==> src/rtl/secded_decoder_pipe_if.sv <==
// Codeword-in / corrected-data-out stream bundle for secded_decoder_pipe.
// master = producer/consumer side, slave = decoder side.
interface secded_decoder_pipe_if #(
   parameter int DATA_W = 8
);
   function automatic int calc_par_w(input int d);
      int r;
      r = 0;
      for (int p = 16; p >= 1; p--)
         if ((1 << p) >= d + p + 1) r = p;
      return r;
   endfunction

   localparam int PAR_W = calc_par_w(DATA_W);
   localparam int CW_W  = DATA_W + PAR_W + 1;

   logic              cw_valid_i;
   logic              cw_ready_o;
   logic [CW_W-1:0]   cw_i;
   logic              dat_valid_o;
   logic              dat_ready_i;
   logic [DATA_W-1:0] data_o;
   logic              err_sec_o;
   logic              err_ded_o;
   logic [PAR_W-1:0]  err_pos_o;

   modport master (
      output cw_valid_i, cw_i, dat_ready_i,
      input  cw_ready_o, dat_valid_o, data_o,
      input  err_sec_o, err_ded_o, err_pos_o
   );

   modport slave (
      input  cw_valid_i, cw_i, dat_ready_i,
      output cw_ready_o, dat_valid_o, data_o,
      output err_sec_o, err_ded_o, err_pos_o
   );
endinterface

==> src/rtl/secded_decoder_pipe.sv <==
// Two-stage pipelined extended-Hamming SECDED decoder with valid/ready stream.
// Optional saturating error counters enabled by defining HAM_ERR_CNT_EN.
module secded_decoder_pipe #(
   parameter int DATA_W = 8,
   parameter int CNT_W  = 16
) (
   input  logic             clk_i,
   input  logic             rst_ni,
   secded_decoder_pipe_if.slave bus,
   input  logic             cnt_clr_i,
   output logic [CNT_W-1:0] sec_cnt_o,
   output logic [CNT_W-1:0] ded_cnt_o
);
   function automatic int calc_par_w(input int d);
      int r;
      r = 0;
      for (int p = 16; p >= 1; p--)
         if ((1 << p) >= d + p + 1) r = p;
      return r;
   endfunction

   localparam int PAR_W = calc_par_w(DATA_W);
   localparam int CW_W  = DATA_W + PAR_W + 1;

   // Payload bits live at the non-power-of-2 positions, ascending.
   function automatic logic [DATA_W-1:0] payload(
      input logic [CW_W-1:0] cw
   );
      logic [DATA_W-1:0] res;
      int k;
      res = '0;
      k = 0;
      for (int j = 1; j < CW_W; j++) begin
         if ((j & (j - 1)) != 0) begin
            res[k] = cw[j-1];
            k++;
         end
      end
      return res;
   endfunction

   logic              s1_vld_q, s1_vld_d;
   logic [CW_W-1:0]   s1_cw_q, s1_cw_d;
   logic [PAR_W-1:0]  s1_syn_q, s1_syn_d;
   logic              s1_ovp_q, s1_ovp_d;

   logic              vld_q, vld_d;
   logic [DATA_W-1:0] data_q, data_d;
   logic              sec_q, sec_d;
   logic              ded_q, ded_d;
   logic [PAR_W-1:0]  pos_q, pos_d;

   logic              s1_adv, s2_adv;
   logic              syn_zero, syn_in;
   logic              is_sec, is_ded;
   logic [CW_W-1:0]   fix_cw;

   assign s2_adv = !vld_q || bus.dat_ready_i;
   assign s1_adv = !s1_vld_q || s2_adv;

   assign bus.cw_ready_o  = s1_adv;
   assign bus.dat_valid_o = vld_q;
   assign bus.data_o      = data_q;
   assign bus.err_sec_o   = sec_q;
   assign bus.err_ded_o   = ded_q;
   assign bus.err_pos_o   = pos_q;

   always_comb begin
      s1_vld_d = s1_vld_q;
      s1_cw_d  = s1_cw_q;
      s1_syn_d = s1_syn_q;
      s1_ovp_d = s1_ovp_q;
      if (s1_adv) begin
         s1_vld_d = bus.cw_valid_i;
         if (bus.cw_valid_i) begin
            s1_cw_d  = bus.cw_i;
            s1_syn_d = '0;
            for (int j = 1; j < CW_W; j++)
               if (bus.cw_i[j-1]) s1_syn_d = s1_syn_d ^ PAR_W'(j);
            s1_ovp_d = ^bus.cw_i;
         end
      end
   end

   // Syndromes beyond the last position only arise from >=3 errors.
   assign syn_zero = (s1_syn_q == '0);
   assign syn_in   = (32'(s1_syn_q) < CW_W);
   assign is_sec   = s1_ovp_q && syn_in;
   assign is_ded   = (!s1_ovp_q && !syn_zero) || (s1_ovp_q && !syn_in);

   always_comb begin
      fix_cw = s1_cw_q;
      if (is_sec) begin
         for (int j = 1; j < CW_W; j++)
            if (s1_syn_q == PAR_W'(j)) fix_cw[j-1] = ~s1_cw_q[j-1];
      end
   end

   always_comb begin
      vld_d  = vld_q;
      data_d = data_q;
      sec_d  = sec_q;
      ded_d  = ded_q;
      pos_d  = pos_q;
      if (s2_adv) begin
         vld_d = s1_vld_q;
         if (s1_vld_q) begin
            data_d = payload(fix_cw);
            sec_d  = is_sec;
            ded_d  = is_ded;
            pos_d  = is_sec ? s1_syn_q : '0;
         end
      end
   end

   always_ff @(posedge clk_i) begin
      if (!rst_ni) begin
         s1_vld_q <= 1'b0;
         s1_cw_q  <= '0;
         s1_syn_q <= '0;
         s1_ovp_q <= 1'b0;
         vld_q    <= 1'b0;
         data_q   <= '0;
         sec_q    <= 1'b0;
         ded_q    <= 1'b0;
         pos_q    <= '0;
      end else begin
         s1_vld_q <= s1_vld_d;
         s1_cw_q  <= s1_cw_d;
         s1_syn_q <= s1_syn_d;
         s1_ovp_q <= s1_ovp_d;
         vld_q    <= vld_d;
         data_q   <= data_d;
         sec_q    <= sec_d;
         ded_q    <= ded_d;
         pos_q    <= pos_d;
      end
   end

`ifdef HAM_ERR_CNT_EN
   logic             out_hs;
   logic [CNT_W-1:0] sec_cnt_q, sec_cnt_d;
   logic [CNT_W-1:0] ded_cnt_q, ded_cnt_d;

   assign out_hs = vld_q && bus.dat_ready_i;

   // Clear takes priority over a same-cycle increment.
   always_comb begin
      sec_cnt_d = sec_cnt_q;
      ded_cnt_d = ded_cnt_q;
      if (cnt_clr_i) begin
         sec_cnt_d = '0;
         ded_cnt_d = '0;
      end else if (out_hs) begin
         if (sec_q && sec_cnt_q != '1)
            sec_cnt_d = sec_cnt_q + CNT_W'(1);
         if (ded_q && ded_cnt_q != '1)
            ded_cnt_d = ded_cnt_q + CNT_W'(1);
      end
   end

   always_ff @(posedge clk_i) begin
      if (!rst_ni) begin
         sec_cnt_q <= '0;
         ded_cnt_q <= '0;
      end else begin
         sec_cnt_q <= sec_cnt_d;
         ded_cnt_q <= ded_cnt_d;
      end
   end

   assign sec_cnt_o = sec_cnt_q;
   assign ded_cnt_o = ded_cnt_q;
`else
   logic unused_cnt_clr;
   assign unused_cnt_clr = cnt_clr_i;
   assign sec_cnt_o = '0;
   assign ded_cnt_o = '0;
`endif
endmodule

==> src/flat_wrapper.sv <==
// flat-port wrapper written by rule: the top's interface ports become plain ports
module secded_decoder_pipe_flat 
#(
   parameter int DATA_W = 8,
   parameter int CNT_W  = 16
)
  (clk_i, rst_ni, cnt_clr_i, sec_cnt_o, ded_cnt_o, bus_cw_valid_i, bus_cw_i, bus_dat_ready_i, bus_cw_ready_o, bus_dat_valid_o, bus_data_o, bus_err_sec_o, bus_err_ded_o, bus_err_pos_o);
  secded_decoder_pipe_if #(.DATA_W(DATA_W)) bus_i ();
  input  logic clk_i;
  input  logic rst_ni;
  input  logic cnt_clr_i;
  output logic [CNT_W-1:0] sec_cnt_o;
  output logic [CNT_W-1:0] ded_cnt_o;
  input wire logic [$bits(bus_i.cw_valid_i)-1:0] bus_cw_valid_i;
  input wire logic [$bits(bus_i.cw_i)-1:0] bus_cw_i;
  input wire logic [$bits(bus_i.dat_ready_i)-1:0] bus_dat_ready_i;
  output wire logic [$bits(bus_i.cw_ready_o)-1:0] bus_cw_ready_o;
  output wire logic [$bits(bus_i.dat_valid_o)-1:0] bus_dat_valid_o;
  output wire logic [$bits(bus_i.data_o)-1:0] bus_data_o;
  output wire logic [$bits(bus_i.err_sec_o)-1:0] bus_err_sec_o;
  output wire logic [$bits(bus_i.err_ded_o)-1:0] bus_err_ded_o;
  output wire logic [$bits(bus_i.err_pos_o)-1:0] bus_err_pos_o;
  assign bus_i.cw_valid_i = bus_cw_valid_i;
  assign bus_i.cw_i = bus_cw_i;
  assign bus_i.dat_ready_i = bus_dat_ready_i;
  assign bus_cw_ready_o = bus_i.cw_ready_o;
  assign bus_dat_valid_o = bus_i.dat_valid_o;
  assign bus_data_o = bus_i.data_o;
  assign bus_err_sec_o = bus_i.err_sec_o;
  assign bus_err_ded_o = bus_i.err_ded_o;
  assign bus_err_pos_o = bus_i.err_pos_o;
  secded_decoder_pipe #(.DATA_W(DATA_W), .CNT_W(CNT_W)) u_core (.clk_i(clk_i), .rst_ni(rst_ni), .bus(bus_i), .cnt_clr_i(cnt_clr_i), .sec_cnt_o(sec_cnt_o), .ded_cnt_o(ded_cnt_o));
endmodule
==> config.mk <==
export PLATFORM = sky130hd
export DESIGN_NAME = secded_decoder_pipe_flat
export DESIGN_NICKNAME = d
export VERILOG_FILES = /design/src/rtl/secded_decoder_pipe_if.sv /design/src/rtl/secded_decoder_pipe.sv /design/src/flat_wrapper.sv
export SDC_FILE = /design/constraint.sdc
export NUM_CORES = 1
export LEC_CHECK = 0
export BUFFER_PORTS_ARGS = -buffer_cell sky130_fd_sc_hd__buf_4
export CORE_MARGIN = 2
export CORE_UTILIZATION = 50
export CTS_BUF_LIST = sky130_fd_sc_hd__clkbuf_4 sky130_fd_sc_hd__clkbuf_8 sky130_fd_sc_hd__clkbuf_16
export CTS_CLUSTER_DIAMETER = 200
export CTS_CLUSTER_SIZE = 25
export DETAILED_ROUTE_END_ITERATION = 12
export GPL_TIMING_DRIVEN = 0
export PLACE_DENSITY = 0.82
export SETUP_SLACK_MARGIN = 0.02
export SKIP_LAST_GASP = 1
export SLEW_MARGIN = 10
export SYNTH_ARGS = -nofsm -noshare
export SYNTH_HDL_FRONTEND = slang
export SYNTH_SLANG_ARGS = --single-unit
==> constraint.sdc <==
create_clock -name clk_i -period 1.9 [get_ports clk_i]
set_input_delay 0.285 -clock clk_i [delete_from_list [all_inputs] [get_ports clk_i]]
set_output_delay 0.285 -clock clk_i [all_outputs]
set_load 0.02 [all_outputs]
==> impl_metrics.yaml <==
outcome:
  outcome: "completed"
worst_setup_path:
  worstPathMaxFanout: 10
  path_buf_inv: 2
  crit_required_ns: 2.14
  worstSetupStartpointType: "register"
  r2r_slack_ns: 0.57
  cp_top_family: "flip-flops"
  crit_type: "reg2reg"
  worst_setup_path_end_kind: "register"
  critical-path-slowest-cell: "dfxtp_1"
  max_stage_delay_ns: 0.37
  arrival_ns: 1.57
  path_cells: "nand3b_1 > and2_1 > clkbuf_2 > buf_2 > a211oi_1"
grt:
  grt-ovfl-total: 0
  grt_pass1_vias: 1076
  track_usage_pct: 17.57
  grt_max_degree: 11
  antenna_found_initial: 0
  grt_pass1_wl_um: 4774
drt:
  dr_wl_met2_um: 1395
  viasPerCell: 4.316
  routed-via-count: 1351
  drc: 0
  met3WireLength_um: 231
  drtIter0Drc: 26
  wirelength_met1_um: 1391
  wl_per_cell_um: 9.735
  wl_um: 3047
  top_layer: "met4"
  first_pass_iters: 4
  ant_nets: 0
die:
  die_w_um: 61.52
  rows: 20
  ios: 66
  initial_core_util_pct: 53.31
  fp.dieH_um: 61.52
  core-area_mm2: 0.003103
  die-area_mm2: 0.003784
power:
  p_int_mw: 1.045
  p_clk_share_pct: 25.9
  combPwrFrac_pct: 29.1
  peakVddDrop_uv: 388.3
  swShare_pct: 30.77
  power_frac_seq_pct: 45.1
  p_switching_uw: 464.4
  leakagePower_nw: 0.9883
  power_density_mw_per_mm2: 709.9
layout:
  syn2layout_area_growth_pct: 28.52
  diodes: 0
  final_cells: 313
  fin_nets: 286
  drive_above_1_share_pct: 31.60
placed_design:
  portBuffers: 32
  dp_hpwl_um: 2396
  dp.cells: 305
  gp_congestion: 0.8330
yosys:
  avgSynthCellArea_um2: 8.354
  synthCells: 198
  synth_top_area_cell: "dfxtp_1"
  yosysSeqAreaShare_pct: 35.10
  synth.top_cells.by_count: "buf_4, nand2_1, dfxtp_1, a21oi_1"
  async_flop_share_pct: 0
  ys_ff_latch: 29
  synth_edf_count: 0
  synth_top_area_share_pct: 35.10
  synth_top_flop_cell: "dfxtp_1"
  synth_cell_type_count: 32
  ys_top_cells_by_area: "dfxtp_1, buf_4, xnor2_1"
  ys.warnings.count: 0
  synth_area_mm2: 0.001654
clock_tree:
  clock_path_buffers: 2
  postCtsSetupRepairBufs: 0
  clk-insertion-delay-late_ns: 0.32
  htree_levels: 2
  cts_root_buf: "clkbuf_4"
  cts_tree: "yes"
  clock_sinks: 29
  clk_transition_reported_paths_ns: 0.08
  cts_buffers: 5
  ctsResizeCount: 0
  holdBufCountCts: 0
timing:
  final-hold-violation-count: 0
  slew_viol_final: 0
  fin_setup_tns_ns: 0
  max_slew.worst_pin.slew_ns: 0.5684
  skew_ns: 0.005963
  fmax_mhz: 752.7
  min_period_ns: 1.329
  rsz0062_at_grt: "no"
  setup_viol: 0
  final.period_utilization_pct: 69.92
  relSlewSlack_pct: 62.11
worst_hold_path:
  hold_path_class: "in2reg"
job:
  drv_cap: 0
flip-flops by register name, indices dropped and copies added (netlist names):
signal and flops:
u_core.s1_cw_q 8, u_core.bus.dat_valid_o 1, u_core.bus.err_sec_o 1, u_core.bus.err_pos_o 4
u_core.bus.err_ded_o 1, u_core.bus.data_o 8, u_core.s1_syn_q 4, u_core.s1_vld_q 1
u_core.s1_ovp_q 1
metrics by stage:
| stage | utilization [%] | setup slack, ns | hold slack [ns] | cell area (um^2) | power (mW) |
|---|---|---|---|---|---|
| floorplan | - | 0.3784 | 0.4145 | 1770 | 1.028 |
| global placement | 66.57 | 0.3983 | 0.4449 | 2066 | 1.123 |
| detailed placement | 66.57 | 0.3804 | 0.4438 | 2066 | 1.132 |
| CTS | 68.51 | 0.5627 | 0.1959 | 2126 | 1.518 |
| global route | 68.51 | 0.4408 | 0.2166 | 2126 | 1.602 |
| finish | 68.51 | 0.5715 | 0.2114 | 2126 | 1.509 |
power by group through the flow:
stage	combinational [mW]	sequential (mW)	clock (mW)
after floorplan	0.319	0.709	0
after global placement	0.430	0.693	0
after detailed placement	0.437	0.694	0
after CTS	0.438	0.680	0.400
after global routing	0.481	0.687	0.434
final	0.439	0.680	0.390
layer usage:
metal / global-route usage (%) / up-vias
met4: 8.207 / 0
li1: - / 726
met1: 22.96 / 559
met2: 26.32 / 62
met3: 5.672 / 4
met5: 0 / -
layout by cell type, fill, tap and decap left out, drive strengths merged, types with 2 or more instances in the layout:
cell type   n
xnor2      16
buf        72
inv         3
conb       32
a211oi     10
dfxtp      29
nor3        3
nand2b      2
nor2       16
nand3b      2
nand3       7
xnor3       3
xor2        4
clkbuf     10
and2        2
a21oi      18
nand2      32
path summary, 6_finish.rpt:
kind | start | endpoint | cells past startpoint
worst max-delay path | u_core.s1_vld_q | u_core.s1_syn_q[1] | 5
worst max register to register | u_core.s1_vld_q | u_core.s1_syn_q[1] | 5
worst min-delay path | bus_cw_valid_i | u_core.s1_vld_q | 3
worst min register to register | u_core.bus.err_pos_o[1] | u_core.bus.err_pos_o[1] | 2
cell type report:
| class | instances | area, um^2 |
|---|---|---|
| sequential | 29 | 580.6 |
| clock buffer | 8 | 60.06 |
| fill | 292 | 977.2 |
| tap | 44 | 55.05 |
| inverter | 3 | 11.26 |
| multi-input combinational | 155 | 892.1 |
| buffer | 42 | 286.5 |
| timing repair buffer | 32 | 240.2 |
kinds of logic after synthesis:
kind of cell / after synthesis / synth area share (%)
DFF: 29 / 35.10
AOI/OAI and AO/OA: 31 / 11.50
other: 1 / 0.2267
and+or+nand+nor: 68 / 18.91
xor gates and xnor gates: 24 / 16.26
buffers and inverters: 45 / 18.00
worst register-to-register path, stage by stage (launching register included):
cell and delay (ns):
dfxtp_1 0.37, nand3b_1 0.15, and2_1 0.19, clkbuf_2 0.15
buf_2 0.20, a211oi_1 0.19
(Power assumes the default switching activity.)
